File: config.mk
export PLATFORM = sky130hd
export DESIGN_NAME = data_mem_arbiter_flat
export DESIGN_NICKNAME = d
export VERILOG_FILES = /design/src/rtl/data_mem_arbiter_if.sv /design/src/rtl/data_mem_arbiter.sv /design/src/flat_wrapper.sv
export SDC_FILE = /design/constraint.sdc
export NUM_CORES = 1
export LEC_CHECK = 0
export BUFFER_PORTS_ARGS = -buffer_cell sky130_fd_sc_hd__buf_2
export CAP_MARGIN = 20
export CORE_AREA = 2 2 129 131
export CTS_CLUSTER_SIZE = 14
export DETAILED_ROUTE_END_ITERATION = 6
export DIE_AREA = 0 0 131 133
export PLACE_DENSITY = 0.79
export RECOVER_POWER = 25
export SKIP_CTS_REPAIR_TIMING = 1
export SLEW_MARGIN = 20
export SYNTH_ARGS = -nofsm -noshare
export SYNTH_HDL_FRONTEND = slang
export SYNTH_SLANG_ARGS = --single-unit
File: constraint.sdc
create_clock -name clk -period 5.3 [get_ports clk]
set_clock_uncertainty 0.05 [all_clocks]
set_input_delay 1.06 -clock clk [delete_from_list [all_inputs] [get_ports clk]]
set_output_delay 1.06 -clock clk [all_outputs]
set_load 0.01 [all_outputs]
File: src/rtl/data_mem_arbiter_if.sv
// Bus bundle between the CPU / DMA requesters, the data-memory arbiter and the data memory.
interface data_mem_arbiter_if #(
  parameter int ADDR_W = 32,
  parameter int DATA_W = 32
);
  logic              cpu_req;
  logic              cpu_we;
  logic [ADDR_W-1:0] cpu_addr;
  logic [DATA_W-1:0] cpu_wdata;
  logic [DATA_W-1:0] cpu_rdata;
  logic              cpu_ack;

  logic              dma_req;
  logic              dma_we;
  logic [ADDR_W-1:0] dma_addr;
  logic [DATA_W-1:0] dma_wdata;
  logic [DATA_W-1:0] dma_rdata;
  logic              dma_ack;

  logic              mem_we;
  logic [ADDR_W-1:0] mem_addr;
  logic [DATA_W-1:0] mem_wdata;
  logic [DATA_W-1:0] mem_rdata;

  // Requester and memory side of the bundle
  modport master (
    output cpu_req, cpu_we, cpu_addr, cpu_wdata,
    input  cpu_rdata, cpu_ack,
    output dma_req, dma_we, dma_addr, dma_wdata,
    input  dma_rdata, dma_ack,
    input  mem_we, mem_addr, mem_wdata,
    output mem_rdata
  );

  // Arbiter side of the bundle
  modport slave (
    input  cpu_req, cpu_we, cpu_addr, cpu_wdata,
    output cpu_rdata, cpu_ack,
    input  dma_req, dma_we, dma_addr, dma_wdata,
    output dma_rdata, dma_ack,
    output mem_we, mem_addr, mem_wdata,
    input  mem_rdata
  );
endinterface

File: src/rtl/data_mem_arbiter.sv
// Shares one data-memory port between the CPU load/store path and a DMA loader.
// CPU has fixed priority; DMA is forced through after MAX_WAIT consecutive losses.
module data_mem_arbiter #(
  parameter int ADDR_W   = 32,
  parameter int DATA_W   = 32,
  parameter int MEM_LAT  = 1,
  parameter int MAX_WAIT = 4
) (
  input logic             clk,
  input logic             rst,
  data_mem_arbiter_if.slave bus
);
  localparam int WW = $clog2(MAX_WAIT + 1);
  localparam int LW = (MEM_LAT > 1) ? $clog2(MEM_LAT) : 1;
  localparam logic [WW-1:0] WAIT_MAX = WW'(MAX_WAIT);
  localparam logic [LW-1:0] LAT_WAIT = LW'(MEM_LAT - 1);

  typedef enum logic [1:0] {
    IDLE  = 2'd0,
    ISSUE = 2'd1,
    WAIT  = 2'd2,
    RESP  = 2'd3
  } state_t;

  state_t        state;
  logic          grant_dma;
  logic          lat_we;
  logic [LW-1:0] lat_cnt;
  logic [WW-1:0] wait_cnt;
  logic          dma_wins;

  assign dma_wins = bus.dma_req && (!bus.cpu_req || (wait_cnt >= WAIT_MAX));

  // The memory address/data registers double as the latched request fields.
  always_ff @(posedge clk or posedge rst) begin
    if (rst) begin
      state         <= IDLE;
      grant_dma     <= 1'b0;
      lat_we        <= 1'b0;
      lat_cnt       <= '0;
      wait_cnt      <= '0;
      bus.cpu_ack   <= 1'b0;
      bus.dma_ack   <= 1'b0;
      bus.cpu_rdata <= '0;
      bus.dma_rdata <= '0;
      bus.mem_we    <= 1'b0;
      bus.mem_addr  <= '0;
      bus.mem_wdata <= '0;
    end else begin
      case (state)
        IDLE: begin
          if (bus.cpu_req || bus.dma_req) begin
            grant_dma <= dma_wins;
            state     <= ISSUE;
            if (dma_wins) begin
              lat_we        <= bus.dma_we;
              bus.mem_we    <= bus.dma_we;
              bus.mem_addr  <= bus.dma_addr;
              bus.mem_wdata <= bus.dma_wdata;
            end else begin
              lat_we        <= bus.cpu_we;
              bus.mem_we    <= bus.cpu_we;
              bus.mem_addr  <= bus.cpu_addr;
              bus.mem_wdata <= bus.cpu_wdata;
            end
          end
          if (!bus.dma_req || dma_wins) begin
            wait_cnt <= '0;
          end else if (wait_cnt < WAIT_MAX) begin
            wait_cnt <= wait_cnt + 1'b1;
          end
        end

        ISSUE: begin
          bus.mem_we <= 1'b0;
          if (lat_we || (MEM_LAT == 1)) begin
            if (!lat_we) begin
              if (grant_dma) bus.dma_rdata <= bus.mem_rdata;
              else           bus.cpu_rdata <= bus.mem_rdata;
            end
            bus.dma_ack <= grant_dma;
            bus.cpu_ack <= !grant_dma;
            state       <= RESP;
          end else begin
            lat_cnt <= LAT_WAIT;
            state   <= WAIT;
          end
        end

        WAIT: begin
          if (lat_cnt == LW'(1)) begin
            if (grant_dma) bus.dma_rdata <= bus.mem_rdata;
            else           bus.cpu_rdata <= bus.mem_rdata;
            bus.dma_ack <= grant_dma;
            bus.cpu_ack <= !grant_dma;
            state       <= RESP;
          end else begin
            lat_cnt <= lat_cnt - 1'b1;
          end
        end

        RESP: begin
          bus.cpu_ack <= 1'b0;
          bus.dma_ack <= 1'b0;
          state       <= IDLE;
        end

        default: state <= IDLE;
      endcase
    end
  end
endmodule

File: src/flat_wrapper.sv
// flat-port wrapper written by rule: the top's interface ports become plain ports
module data_mem_arbiter_flat 
#(
  parameter int ADDR_W   = 32,
  parameter int DATA_W   = 32,
  parameter int MEM_LAT  = 1,
  parameter int MAX_WAIT = 4
)
  (clk, rst, bus_cpu_req, bus_cpu_we, bus_cpu_addr, bus_cpu_wdata, bus_cpu_rdata, bus_cpu_ack, bus_dma_req, bus_dma_we, bus_dma_addr, bus_dma_wdata, bus_dma_rdata, bus_dma_ack, bus_mem_we, bus_mem_addr, bus_mem_wdata, bus_mem_rdata);
  data_mem_arbiter_if #(.ADDR_W(ADDR_W), .DATA_W(DATA_W)) bus_i ();
  input logic clk;
  input logic rst;
  input wire logic [$bits(bus_i.cpu_req)-1:0] bus_cpu_req;
  input wire logic [$bits(bus_i.cpu_we)-1:0] bus_cpu_we;
  input wire logic [$bits(bus_i.cpu_addr)-1:0] bus_cpu_addr;
  input wire logic [$bits(bus_i.cpu_wdata)-1:0] bus_cpu_wdata;
  output wire logic [$bits(bus_i.cpu_rdata)-1:0] bus_cpu_rdata;
  output wire logic [$bits(bus_i.cpu_ack)-1:0] bus_cpu_ack;
  input wire logic [$bits(bus_i.dma_req)-1:0] bus_dma_req;
  input wire logic [$bits(bus_i.dma_we)-1:0] bus_dma_we;
  input wire logic [$bits(bus_i.dma_addr)-1:0] bus_dma_addr;
  input wire logic [$bits(bus_i.dma_wdata)-1:0] bus_dma_wdata;
  output wire logic [$bits(bus_i.dma_rdata)-1:0] bus_dma_rdata;
  output wire logic [$bits(bus_i.dma_ack)-1:0] bus_dma_ack;
  output wire logic [$bits(bus_i.mem_we)-1:0] bus_mem_we;
  output wire logic [$bits(bus_i.mem_addr)-1:0] bus_mem_addr;
  output wire logic [$bits(bus_i.mem_wdata)-1:0] bus_mem_wdata;
  input wire logic [$bits(bus_i.mem_rdata)-1:0] bus_mem_rdata;
  assign bus_i.cpu_req = bus_cpu_req;
  assign bus_i.cpu_we = bus_cpu_we;
  assign bus_i.cpu_addr = bus_cpu_addr;
  assign bus_i.cpu_wdata = bus_cpu_wdata;
  assign bus_cpu_rdata = bus_i.cpu_rdata;
  assign bus_cpu_ack = bus_i.cpu_ack;
  assign bus_i.dma_req = bus_dma_req;
  assign bus_i.dma_we = bus_dma_we;
  assign bus_i.dma_addr = bus_dma_addr;
  assign bus_i.dma_wdata = bus_dma_wdata;
  assign bus_dma_rdata = bus_i.dma_rdata;
  assign bus_dma_ack = bus_i.dma_ack;
  assign bus_mem_we = bus_i.mem_we;
  assign bus_mem_addr = bus_i.mem_addr;
  assign bus_mem_wdata = bus_i.mem_wdata;
  assign bus_i.mem_rdata = bus_mem_rdata;
  data_mem_arbiter #(.ADDR_W(ADDR_W), .DATA_W(DATA_W), .MEM_LAT(MEM_LAT), .MAX_WAIT(MAX_WAIT)) u_core (.clk(clk), .rst(rst), .bus(bus_i));
endmodule
; ---- Word-level counts from Yosys, hierarchy flattened
; Cells that the tools add are included.
; Widths: inputs -> output; s select.
[word_totals]
ff_bits = 139
word_cells = 63
out_inout_bits = 131
[op_classes]
reduce_logical = 18
addsub = 2
n_lt_le_gt_ge = 2
n_eq_ne = 6
muxes = 23
[op_table]
columns = op, n
row1 = $mux 32, 8
row2 = $pmux 32 s2, 2
row3 = $reduce_and 2->1, 5
row4 = $pmux 2 s4, 1
row5 = $mux 3, 2
row6 = $pmux 1 s3, 2
row7 = $reduce_bool 2->1, 3
row8 = $mux 1, 5
row9 = $eq 2x2->1 const B, 2
row10 = $mux 2, 2
row11 = $ne 2x1->1 const B, 2
row12 = $add 3x1->3 const B, 1
row13 = $ge 3x3->1 const B, 1
row14 = $logic_not 1->1, 3
row15 = $logic_or 1x1->1, 3
row16 = $lt 3x3->1 const B, 1
row17 = $reduce_and 3->1, 1
row18 = $reduce_bool 3->1, 1
row19 = $eq 2x1->1 const B, 1
row20 = $logic_not 2->1, 1
row21 = $ne 2x2->1 const B, 1
row22 = $pmux 1 s2, 1
row23 = $logic_and 1x1->1, 1
row24 = $sub 1x1->1 const B, 1

; ---- Longest topological paths before layout
[logic_depth]
ltp_word = 6
ltp_mapped = 7

; ---- Least setup slack after synthesis
; Ideal clock, no wire load.
[synth_timing]
path_type = input to register
from = input bus_dma_req
to = register u_core.bus.mem_wdata[27]
path_slack_ns = 3.214
arrival_ns = 1.958
path_stages = 6
cell_sequence = buf_2 o21a_1 buf_4 clkbuf_1 nor2_1 a21oi_1
[synth_via]
elab_chain_cells = 2
word_cells_on_any_way = 4
[synth_rtl]
columns = element, line
row1 = "start, declared", flat_wrapper.sv:19  ; input wire logic [$bits(bus_i.dma_req)-1:0] bus_dma_req;
row2 = $logic_and 1x1->1 or $logic_or 1x1->1 (tied branches), "data_mem_arbiter.sv:32, data_mem_arbiter.sv:52"
row3 = $mux 32 or $reduce_and 2->1 (tied branches), --
row4 = "end signal, assigned", data_mem_arbiter.sv:59  ; bus.mem_wdata <= bus.dma_wdata;
row5 = "end signal, assigned", data_mem_arbiter.sv:64  ; bus.mem_wdata <= bus.cpu_wdata;
row6 = "end, declared", data_mem_arbiter_if.sv:41  ; output mem_we, mem_addr, mem_wdata,
; Several ways; a longest one is shown, not always the timed one.
; A chain may end at the register's enable or synchronous reset.

; ---- Worst setup path in the final report
[layout_timing]
from = input bus_dma_req
to = register u_core.bus.mem_we
[layout_via]
elab_chain_cells = 4
word_cells_on_any_way = 7
[layout_rtl]
columns = element, line
row1 = $logic_and 1x1->1, data_mem_arbiter.sv:32  ; assign dma_wins = bus.dma_req && (!bus.cpu_req || (wait_cnt >= WAIT_MAX));
row2 = $mux 1, data_mem_arbiter.sv:55  ; if (dma_wins) begin
row3 = $mux 1, data_mem_arbiter.sv:52  ; if (bus.cpu_req || bus.dma_req) begin
row4 = $pmux 1 s2, data_mem_arbiter.sv:50  ; case (state)
row5 = "end signal, assigned", data_mem_arbiter.sv:57  ; bus.mem_we <= bus.dma_we;
row6 = "end signal, assigned", data_mem_arbiter.sv:62  ; bus.mem_we <= bus.cpu_we;
row7 = "end, declared", data_mem_arbiter_if.sv:41
; Several ways; a longest one is shown, not always the timed one. The select of a mux whose other input is x is not followed.

==> results.sh <==
export IMPL_outcome="finished, violations left"
export IMPL_violations="capacitance limit, slew limit"
export IMPL_fp_coreArea_mm2=0.0162
export IMPL_dr_pass1_iters=5
export IMPL_clock_fmax_mhz=346
export IMPL_clockBufferDepth=2
export IMPL_worstSkewPairLatency_ps=410
export IMPL_arrival_ps=3160
export IMPL_clock_power_share_pct=21.1
export IMPL_ys_top_cells_by_area="dfrtp_1 55%, mux2_4 12%, a31oi_1 6.6%"
export IMPL_drv_slew=107
export IMPL_h_tree_depth=4
export IMPL_cts_buffers=17
export IMPL_synth_area_per_cell_um2=11.3
export IMPL_power_leakage_nw=4.06
export IMPL_pwr_share_comb_pct=43.1
export IMPL_power_density_mw_per_mm2=631
export IMPL_yosysMostFrequentCell="dfrtp_1"
export IMPL_synthArstFlopShare_pct=100
export IMPL_worstSetupPathType="in2reg"
export IMPL_overflow=0
export IMPL_ios=297
export IMPL_synth_edf_count=0
export IMPL_critPathRequiredTime_ps=5580
export IMPL_synth_nets=732
export IMPL_end_kind="register"
export IMPL_ir_drop_mv=0.235
export IMPL_fin_crit_sh_pct=54.5
export IMPL_syn2layout_area_growth_pct=34.3
export IMPL_setup_tns_ps=0
export IMPL_r2r_start="u_core.state[0]$_DFFE_PP0P_"
export IMPL_seqPwrFrac_pct=35.8
export IMPL_startpoint="bus_dma_req"
export IMPL_vias=5645
export IMPL_netlist_area_mm2=0.00628
export IMPL_tightest_slew_ps=2260
export IMPL_power_internal_w=0.00341
export IMPL_clk_pin_slew_ps=60
export IMPL_die_y_um=133
export IMPL_initial_core_util_pct=38.8
export IMPL_fp_row_count=47
export IMPL_layout_nets=1005
export IMPL_hold_start="u_core.wait_cnt[0]$_DFFE_PP0P_"
export IMPL_die_area_mm2=0.0174
export IMPL_start_kind="input pin"
export IMPL_power_switching_w=0.00192
export IMPL_fin_crit_ps=2890
export IMPL_antenna_found_initial=1
export IMPL_synthFlopType="dfrtp_1"
export IMPL_hold_slack_ps=440
export IMPL_setup_violations=0
export IMPL_gp_congestion=0.838
export IMPL_max_cap_violations=1
export IMPL_grt_pass1_vias=5514
export IMPL_yosys_area_top_type="dfrtp_1"
export IMPL_rsz0062_at_grt="false"
export IMPL_synth_top_cells_by_count="139 x dfrtp_1, 71 x o21ai_0, 66 x a21oi_1, 66 x a31oi_1, 66 x nor2_1"
export IMPL_fillCellCount=1432
export IMPL_fp_dieW_um=131
export IMPL_io_buffer_count=296
export IMPL_grt_total_usage_pct=20.5
export IMPL_drtIter0Drc=276
export IMPL_cp_max_fo=68
export IMPL_ys_seq_area_share_pct=55.4
export IMPL_drive_above_1_share_pct=48.3
export IMPL_swShare_pct=36.0
export IMPL_hold_path_class="reg2reg"
export IMPL_cts_root_buf="clkbuf_16"
export IMPL_grt_start_max_net_pins=107
export IMPL_final_antenna_net_count=0
export IMPL_grt_pass1_wl_mm=28.1
export IMPL_hold_viol_final=0
export IMPL_drcViolationCount=0
export IMPL_tritoncts="yes"
export IMPL_routed_wirelength_mm=18.4
export IMPL_vias_per_cell=5.30
export IMPL_synth_seq_cells=139
export IMPL_syn_inst=558
export IMPL_relSlewSlack_pct=-51.0
export IMPL_cts_sinks=139
export IMPL_detail_route_wl_per_cell_um=17.2
export IMPL_yosysUniqueCellTypes=29
export IMPL_dp_hpwl_mm=12.4
export IMPL_synth_warnings=0
export IMPL_yosys_area_top_type_share_pct=55.4
## through the flow
stage               power (W)  area [um^2]  instances  worst slack (ps)  utilization, %
finish                0.00532         8440       1066              2410            52.2
global route          0.00568         8430       1064              2170            52.1
CTS                   0.00537         8430       1064              2460            52.1
detailed placement    0.00421         7870       1032              2020            48.7
global placement      0.00414         7870       1032              2090            48.7
floorplan             0.00339         6280        558               465               -
## worst paths after layout
| path | end | slack, ps | cells past startpoint |
|---|---|---|---|
| max in group asynchronous | u_core.bus.mem_addr[13]$_DFFE_PP0P_ | 2600 | 3 |
| worst min-delay path | u_core.wait_cnt[0]$_DFFE_PP0P_ | 440 | 1 |
| worst max-delay path | u_core.bus.mem_we$_DFFE_PP0P_ | 2410 | 6 |
| worst min register to register | u_core.wait_cnt[0]$_DFFE_PP0P_ | 440 | 1 |
| worst max register to register | u_core.bus.mem_addr[13]$_DFFE_PP0P_ | 2580 | 6 |
| min in group asynchronous | u_core.bus.mem_addr[26]$_DFFE_PP0P_ | 1250 | 2 |
## power by group through the flow
stage | clock (W) | combinational, W | sequential (W)
floorplan | 0 | 0.00126 | 0.00213
global placement | 0 | 0.00226 | 0.00189
detailed placement | 0 | 0.00230 | 0.00191
CTS | 0.00116 | 0.00231 | 0.00190
global route | 0.00120 | 0.00251 | 0.00197
finish | 0.00112 | 0.00229 | 0.00191
## placed cells by master (no fill, tap or decap), types with 2 or more instances in the layout
| cell type | count |
|---|---|
| diode_2 | 2 |
| clkinvlp_4 | 5 |
| inv_1 | 7 |
| a31oi_1 | 66 |
| nor2_1 | 66 |
| inv_6 | 2 |
| o21ai_0 | 70 |
| o41ai_1 | 2 |
| clkinv_2 | 5 |
| a21oi_1 | 66 |
| ha_1 | 8 |
| mux2_4 | 50 |
| clkinv_4 | 2 |
| buf_4 | 8 |
| mux2_2 | 14 |
| mux2i_1 | 3 |
| clkbuf_16 | 17 |
| nand3_1 | 2 |
| dfrtp_1 | 139 |
| buf_2 | 295 |
## final cells by class
class / count / area, um^2 / area share, %
diodes: 2 / 5.00 / 0.0593
clock buffers: 18 / 439 / 5.21
clock inverters: 14 / 120 / 1.42
inverters: 8 / 33.8 / 0.400
multi-input cells: 361 / 2540 / 30.2
flip-flops and latches: 139 / 3480 / 41.2
well taps: 220 / 275 / 3.26
repair buffers: 304 / 1540 / 18.3
## cells by family (layout without fill, tap and decap cells)
logic type	Yosys count	count (layout)	share of synthesized area (%)
fa+ha+maj	8	8	1.59
flops	139	139	55.4
simple gates	75	75	4.94
other cells	0	2	0
buf+inv	58	344	4.50
compound gates	210	210	18.5
mux	68	68	15.1
## flip-flops by register name, indices dropped and copies added, names as in the netlist
name                  cells
u_core.bus.dma_rdata     32
u_core.bus.cpu_ack        1
u_core.bus.mem_we         1
u_core.lat_cnt            1
u_core.state              2
u_core.bus.mem_wdata     32
u_core.lat_we             1
u_core.grant_dma          1
u_core.bus.cpu_rdata     32
u_core.wait_cnt           3
u_core.bus.mem_addr      32
u_core.bus.dma_ack        1
## critical path, stage by stage
cell and delay, ps:
buf_2 150, buf_4 360, o21ai_4 680, buf_4 510, a31oi_1 120, a22oi_1 230
## per-layer routing
metal  vias up  wire length [um]  track usage, %
met5         -                 0               0
met4         0               344            6.56
met3        28              1760            5.94
met2       316              8830            34.1
met1      2734              7410            25.5
li1       2567                 -               -
No activity file was read; power rests on OpenSTA's default activity.
